==> config.mk <==
export PLATFORM = sky130hd
export DESIGN_NAME = mul_wb_arbiter
export DESIGN_NICKNAME = d
export VERILOG_FILES = /design/src/rtl/mul_pkg.sv /design/src/rtl/mul_wb_fifo.sv /design/src/rtl/mul_wb_arbiter.sv
export SDC_FILE = /design/constraint.sdc
export NUM_CORES = 1
export LEC_CHECK = 0
export BUFFER_PORTS_ARGS = -buffer_cell sky130_fd_sc_hd__buf_4
export CORE_MARGIN = 2
export CORE_UTILIZATION = 38
export DETAILED_ROUTE_END_ITERATION = 7
export PLACE_DENSITY = 0.69
export SYNTH_ARGS = -nofsm -noshare
export SYNTH_HDL_FRONTEND = slang
export SYNTH_HIERARCHICAL = 1
export SYNTH_SLANG_ARGS = --single-unit
==> constraint.sdc <==
create_clock -name clk -period 3.1 [get_ports clk]
set_input_delay 0.62 -clock clk [delete_from_list [all_inputs] [get_ports clk]]
set_output_delay 0.62 -clock clk [all_outputs]
set_load 0.02 [all_outputs]
==> src/rtl/mul_pkg.sv <==
// rtl/mul_pkg.sv - shared types and constants for the multiply writeback stage
package mul_pkg;

  localparam int MUL_XLEN      = 32;
  localparam int MUL_ROB_IDX_W = 4;
  localparam int EXC_W         = 3;

  localparam logic [2:0] INSTR_NOT_MUL = 3'd0;
  localparam logic [2:0] INSTR_MUL     = 3'd1;
  localparam logic [2:0] INSTR_MULH    = 3'd2;
  localparam logic [2:0] INSTR_MULHSU  = 3'd3;
  localparam logic [2:0] INSTR_MULHU   = 3'd4;

  localparam logic [EXC_W-1:0] EXC_NONE     = 3'b000;
  localparam logic [EXC_W-1:0] EXC_OVERFLOW = 3'b001;
  localparam logic [EXC_W-1:0] EXC_ILLEGAL  = 3'b010;
  localparam logic [EXC_W-1:0] EXC_MISC     = 3'b100;

  typedef struct packed {
    logic [MUL_XLEN-1:0]      value;
    logic [MUL_ROB_IDX_W-1:0] rob_idx;
    logic [EXC_W-1:0]         exc;
  } wb_entry_t;

  function automatic logic is_mul(input logic [2:0] instr_type);
    return instr_type != INSTR_NOT_MUL;
  endfunction

endpackage

==> src/rtl/mul_wb_fifo.sv <==
// rtl/mul_wb_fifo.sv - in-order holding FIFO for multiply results that lost arbitration
module mul_wb_fifo #(
  parameter int DEPTH = 2,
  parameter int WIDTH = 39,
  parameter int CW    = $clog2(DEPTH+1)
) (
  input  logic             clk,
  input  logic             rst_n,
  input  logic             push,
  input  logic [WIDTH-1:0] push_data,
  input  logic             pop,
  output logic [WIDTH-1:0] head,
  output logic [CW-1:0]    count,
  output logic             empty,
  output logic             full
);

  localparam int PW = (DEPTH > 1) ? $clog2(DEPTH) : 1;
  localparam logic [CW-1:0] FULL_LVL = CW'(DEPTH);
  localparam logic [PW-1:0] LAST_PTR = PW'(DEPTH-1);

  logic [WIDTH-1:0] mem_q [DEPTH];
  logic [WIDTH-1:0] mem_d [DEPTH];
  logic [PW-1:0]    wr_ptr_q, wr_ptr_d;
  logic [PW-1:0]    rd_ptr_q, rd_ptr_d;
  logic [CW-1:0]    count_q, count_d;
  logic             do_push, do_pop;

  assign empty = (count_q == '0);
  assign full  = (count_q == FULL_LVL);
  assign count = count_q;
  assign head  = mem_q[rd_ptr_q];

  // A push into a full FIFO is accepted only when the head leaves in the same cycle.
  assign do_pop  = pop && !empty;
  assign do_push = push && (!full || do_pop);

  always_comb begin
    mem_d    = mem_q;
    wr_ptr_d = wr_ptr_q;
    rd_ptr_d = rd_ptr_q;
    count_d  = count_q;
    if (do_push) begin
      mem_d[wr_ptr_q] = push_data;
      wr_ptr_d = (wr_ptr_q == LAST_PTR) ? '0 : wr_ptr_q + PW'(1);
    end
    if (do_pop) begin
      rd_ptr_d = (rd_ptr_q == LAST_PTR) ? '0 : rd_ptr_q + PW'(1);
    end
    case ({do_push, do_pop})
      2'b10:   count_d = count_q + CW'(1);
      2'b01:   count_d = count_q - CW'(1);
      default: count_d = count_q;
    endcase
  end

  always_ff @(posedge clk or negedge rst_n) begin
    if (!rst_n) begin
      for (int i = 0; i < DEPTH; i++) mem_q[i] <= '0;
      wr_ptr_q <= '0;
      rd_ptr_q <= '0;
      count_q  <= '0;
    end else begin
      mem_q    <= mem_d;
      wr_ptr_q <= wr_ptr_d;
      rd_ptr_q <= rd_ptr_d;
      count_q  <= count_d;
    end
  end

endmodule

==> src/rtl/mul_wb_arbiter.sv <==
// rtl/mul_wb_arbiter.sv - M5 ROB writeback arbiter (ALU priority, buffered mul); MUL_WB_PERF_EN adds conflict counter
module mul_wb_arbiter
  import mul_pkg::*;
#(
  parameter int XLEN      = MUL_XLEN,
  parameter int ROB_IDX_W = MUL_ROB_IDX_W,
  parameter int DEPTH     = 2
) (
  input  logic                 clk,
  input  logic                 reset,
  input  logic [XLEN-1:0]      in_mul_out,
  input  logic [ROB_IDX_W-1:0] in_rob_idx,
  input  logic [2:0]           in_exception_vector,
  input  logic [2:0]           in_instr_type,
  input  logic                 in_alu_valid,
  input  logic [XLEN-1:0]      in_alu_result,
  input  logic [ROB_IDX_W-1:0] in_alu_rob_idx,
  input  logic [2:0]           in_alu_exception_vector,
  output logic                 out_rob_we,
  output logic [ROB_IDX_W-1:0] out_rob_idx,
  output logic [XLEN-1:0]      out_rob_value,
  output logic [2:0]           out_rob_exception_vector,
  output logic                 out_mul_stall,
`ifdef MUL_WB_PERF_EN
  output logic [15:0]          out_conflict_cnt,
`endif
  output logic                 out_overflow
);

  localparam int CW = $clog2(DEPTH+1);
  localparam int EW = XLEN + ROB_IDX_W + EXC_W;
  localparam logic [CW-1:0] STALL_LVL = CW'(DEPTH-1);

  typedef struct packed {
    logic [XLEN-1:0]      value;
    logic [ROB_IDX_W-1:0] rob_idx;
    logic [EXC_W-1:0]     exc;
  } entry_t;

  entry_t        mul_entry, alu_entry, fifo_head, win_entry;
  logic [EW-1:0] fifo_head_raw;
  logic [CW-1:0] fifo_count;
  logic          fifo_empty, fifo_full;
  logic          mul_valid, sel_fifo, sel_mul, fifo_push, drop;

  logic                 rob_we_q, rob_we_d;
  logic [ROB_IDX_W-1:0] rob_idx_q, rob_idx_d;
  logic [XLEN-1:0]      rob_value_q, rob_value_d;
  logic [2:0]           rob_exc_q, rob_exc_d;
  logic                 overflow_q, overflow_d;

  assign mul_valid = is_mul(in_instr_type);
  assign mul_entry = '{value: in_mul_out, rob_idx: in_rob_idx, exc: in_exception_vector};
  assign alu_entry = '{value: in_alu_result, rob_idx: in_alu_rob_idx, exc: in_alu_exception_vector};
  assign fifo_head = entry_t'(fifo_head_raw);

  // Bypass only when nothing older is waiting, which keeps mul results in arrival order.
  assign sel_fifo  = !in_alu_valid && !fifo_empty;
  assign sel_mul   = !in_alu_valid && fifo_empty && mul_valid;
  assign fifo_push = mul_valid && !sel_mul;
  assign drop      = fifo_push && fifo_full && !sel_fifo;

  mul_wb_fifo #(
    .DEPTH (DEPTH),
    .WIDTH (EW),
    .CW    (CW)
  ) u_fifo (
    .clk       (clk),
    .rst_n     (reset),
    .push      (fifo_push),
    .push_data (EW'(mul_entry)),
    .pop       (sel_fifo),
    .head      (fifo_head_raw),
    .count     (fifo_count),
    .empty     (fifo_empty),
    .full      (fifo_full)
  );

  always_comb begin
    win_entry   = alu_entry;
    rob_we_d    = 1'b0;
    rob_idx_d   = rob_idx_q;
    rob_value_d = rob_value_q;
    rob_exc_d   = rob_exc_q;
    overflow_d  = overflow_q | drop;
    if (sel_fifo)     win_entry = fifo_head;
    else if (sel_mul) win_entry = mul_entry;
    if (in_alu_valid || sel_fifo || sel_mul) begin
      rob_we_d    = 1'b1;
      rob_idx_d   = win_entry.rob_idx;
      rob_value_d = win_entry.value;
      rob_exc_d   = win_entry.exc;
    end
  end

  always_ff @(posedge clk or negedge reset) begin
    if (!reset) begin
      rob_we_q    <= 1'b0;
      rob_idx_q   <= '0;
      rob_value_q <= '0;
      rob_exc_q   <= '0;
      overflow_q  <= 1'b0;
    end else begin
      rob_we_q    <= rob_we_d;
      rob_idx_q   <= rob_idx_d;
      rob_value_q <= rob_value_d;
      rob_exc_q   <= rob_exc_d;
      overflow_q  <= overflow_d;
    end
  end

  assign out_rob_we               = rob_we_q;
  assign out_rob_idx              = rob_idx_q;
  assign out_rob_value            = rob_value_q;
  assign out_rob_exception_vector = rob_exc_q;
  assign out_overflow             = overflow_q;
  // Raised one entry early so the in-flight M4/M5 result still has a slot.
  assign out_mul_stall            = (fifo_count >= STALL_LVL);

`ifdef MUL_WB_PERF_EN
  logic [15:0] conflict_cnt_q, conflict_cnt_d;

  always_comb begin
    conflict_cnt_d = conflict_cnt_q;
    if (in_alu_valid && (mul_valid || !fifo_empty) && (conflict_cnt_q != 16'hFFFF))
      conflict_cnt_d = conflict_cnt_q + 16'd1;
  end

  always_ff @(posedge clk or negedge reset) begin
    if (!reset) conflict_cnt_q <= '0;
    else        conflict_cnt_q <= conflict_cnt_d;
  end

  assign out_conflict_cnt = conflict_cnt_q;
`endif

endmodule

==> results.txt <==
Synthesis produced a netlist whose cell count is 371. The share of post-route cells with drive strength above 1 is 54.5%, and the placed instance count is 655. In the final layout, the multi-input gates occupy 2290 sq um.

The number of flops mapped to enable cells by yosys works out to 0. The post-synthesis async set-or-reset flop share is 100%. STA classifies the critical path endpoint as a register.

Once the floorplan was initialized, standard cells occupied 39.3% of the core. CTS placed an instance of clkbuf_16 at the clock tree root. The footprint of the flip-flops and latches was 3080 sq um; the count of cells resized by post-cts repair was 0. For the pin with the worst max-slew slack, the measured transition is 1.12 ns. In this run the worst path has a maximum fanout of 39.

The run gives 4 as the first-pass iteration count of the detailed router. After detailed routing, the number of vias per cell comes to 5.27. The number of slew-limit violations in the final report was 0; the sequential power share was 36.1%. The tools report the initial antenna violation count as 0. The setup path with the least slack is of type reg2reg. The cell area after layout was 7210 sq um. The maximum number of pins on one net before global-route repair is 52, and the sum of overflow across all layers after global routing is 0. The largest individual stage delay along the critical path comes from the cell nor2b_4.

The final-layout worst hold slack was 0.251 ns; the latest clock arrival within the worst-skew pair was 0.41 ns. Summed over all cells, the static leakage comes to 0.00324 uW. The clock skew was 0.00527 ns. Measured against its own limit, the worst slew margin works out to 24.9%. The layout overhead on the synthesized area is 31.2%. The maximum single-stage delay on the critical path was 0.91 ns; the total vias in the final route was 3608. The internal power of the cells totals 5450 uW. The floorplan has 43 rows.

Counting every sink on the clock net gives 123. STA classifies the critical path startpoint as a register. Total standard cell area after synthesis: 5500 sq um. TritonCTS built the clock tree. The placed instances occupy a cell area of 6660 sq um. The die is 124 microns tall.

Per report_power, the clock group accounts for 23.0% of the total. The detailed placer's ending HPWL is 8000 microns, and the synthesized area per cell is 14.8 sq um. The number of global-route vias before repair was 4070. The class of the tightest hold or removal check was in2async. By area the synthesized netlist is led by dfrtp_1 (56%), mux2_2 (20%), a221o_1 (7.1%).

Counting flops and latches in the post-synthesis netlist gives 123. For this run, design rule violations remaining after detail routing come to 0. Synthesized netlist net count: 456.

After synthesis, flip-flops and latches occupy 56.0% of the total area. The hold violation count in the final report was 0; the die outline width was 124 microns. Global routing used 17.3% of the available tracks across all layers. The worst setup path startpoint is u_fifo/count[0]. The switching share of power was 31.4%.

Share of the clock period used by the worst path after layout: 72.9%. The number of antenna diodes in the final layout is 0. Full die area: 15500 sq um. For the worst setup path, the data arrival time is 2.60 ns.

The post-layout instance count excluding filler cells was 685. Dominant cell by count in the synthesized netlist: dfrtp_1. The net switching component of the power was 2490 uW; the clock slew seen by the registers of the worst setup and hold paths was 0.05 ns.

The number of antenna-violating nets in the routed design came out at 0. The setup violation total in the final timing report was 0; the number of input and output port buffers inserted was 125. The wire length of the first global-routing pass was 21300 microns.

Library cell occupying the most area in the post-synthesis netlist: dfrtp_1. The fill cell instance count of the final layout came out at 1208. The post-route minimum period came out at 2.26 ns. The H-tree was split into 4 levels. The routed wire length per instance is 18.6 microns, and the final wirelength is 12700 microns. IR analysis of the VDD net gives a maximum drop of 441 uV.

After floorplanning, the core was sized to cover 14000 sq um. Timing would allow up to 442 MHz. Portion of synthesized cell area occupied by the leading cell type: 56.0%.

Dominant register cell in the synthesized netlist: dfrtp_1. Across the run, the number of max-cap violations was 0. The tools report the net count reported at finish as 579. The flow ran to the end, and the final reports show no timing, DRC or antenna violations. The commonest cells after synthesis are dfrtp_1 (123), mux2_2 (97), a221o_1 (39), a22o_1 (39), clkbuf_1 (11). The signal on the critical path passes through nor2_1 -> nand2b_1 -> nor2b_4 -> a221o_1. The detailed router finished its first iteration with 189 violations. The run gives 3.44 ns as the data required time at the worst endpoint.

After layout, the design draws a total of 7940 uW. The startpoint identified for the worst register-to-register timing path is u_fifo/count[0]. Routability-driven placement finished with a final weighted congestion of 0.695. For the number of buffers created by CTS, the log shows 17. After synthesis, the netlist uses 25 different library cells. Yosys printed 6 warnings. No sink is reached through more buffers than the 2 on the longest clock path.

Per report_power, the combinational group accounts for 40.9% of the total. Setup repair after global routing left no endpoint under its margin. The number of setup buffers added after CTS is 0. The hold-fix buffer count after cts is 0. In the final timing run, aggregate negative setup slack is 0 ns. For this design the ratio of total power to cell area is 1100 nW/um^2. In this run the count of I/O pins placed on the die edge is 126.
power groups by stage:
stage	logic, uW	clock network (uW)	registers [uW]
after global routing	3500	1940	2970
after floorplan	2130	0	2990
after detailed placement	3270	0	2890
after global placement	3200	0	2830
after CTS	3290	1870	2870
final	3240	1830	2870
sequential cells by signal, indices dropped and copies added (netlist names):
| signal | cells |
|---|---|
| u_fifo/mem_q | 78 |
| out_rob_value | 32 |
| out_rob_idx | 4 |
| out_rob_exception_vector | 3 |
| u_fifo/count | 2 |
| out_overflow | 1 |
| out_rob_we | 1 |
| u_fifo/rd_ptr_q | 1 |
| u_fifo/wr_ptr_q | 1 |
through the flow:
step	worst slack, ns	util [%]
floorplan	0.810	-
global placement	0.549	47.6
detailed placement	0.486	47.6
global route	0.670	51.6
CTS	0.820	51.6
finish	0.839	51.6
logic make-up after synthesis:
group / after synthesis / synth area share (%)
mux: 117 / 24.6
fa+ha+maj: 1 / 0.227
simple gates: 16 / 2.00
compound gates: 79 / 13.5
xor+xnor: 5 / 0.796
flops: 123 / 56.0
buf+inv: 30 / 2.91
cell type report:
type	instances	area share, %
Clock buffer	30	7.68
Inverter	1	0.0520
Multi-Input combinational cell	218	31.8
Sequential cell	123	42.7
Tap cell	180	3.12
Timing Repair Buffer	133	14.7
critical path, delay by kind of cell, from the launching register on:
| kind | cells | cell delay [ns] |
|---|---|---|
| AOI/OAI and AO/OA | 1 | 0.31 |
| DFF | 1 | 0.45 |
| and+or+nand+nor | 3 | 1.42 |
routing by layer:
metal	routed length (microns)	global-route usage (%)	part of all wire, %
met5	0	0	0
met4	157	6.68	1.2
met3	645	4.98	5.1
met2	6080	28.0	48
met1	5840	22.1	46
final timing paths:
kind / to / slack [ns] / cells past startpoint
setup / recovery: out_rob_value[27] / 0.84 / 4
hold / removal: out_rob_we / 0.25 / 1
setup reg to reg: out_rob_value[27] / 0.84 / 4
hold reg to reg: u_fifo/mem_q[74] / 0.48 / 1
max in group asynchronous: u_fifo/mem_q[62] / 2.05 / 2
min in group clk: u_fifo/mem_q[67] / 0.45 / 2
cells in the final DEF (no fill, tap or decap), types with 2 or more instances in the layout:
master and count:
nor2_4 3, buf_4 128, a22o_1 39, nand2b_1 2, mux2_4 10, mux2_1 10, clkbuf_8 8, xor2_1 2
xnor2_1 3, nor2b_1 2, a221o_1 39, clkbuf_1 5, buf_12 5, clkbuf_16 17, nor2_1 2, mux2_2 97
dfrtp_1 122
Power figures use the tool's default switching activity.
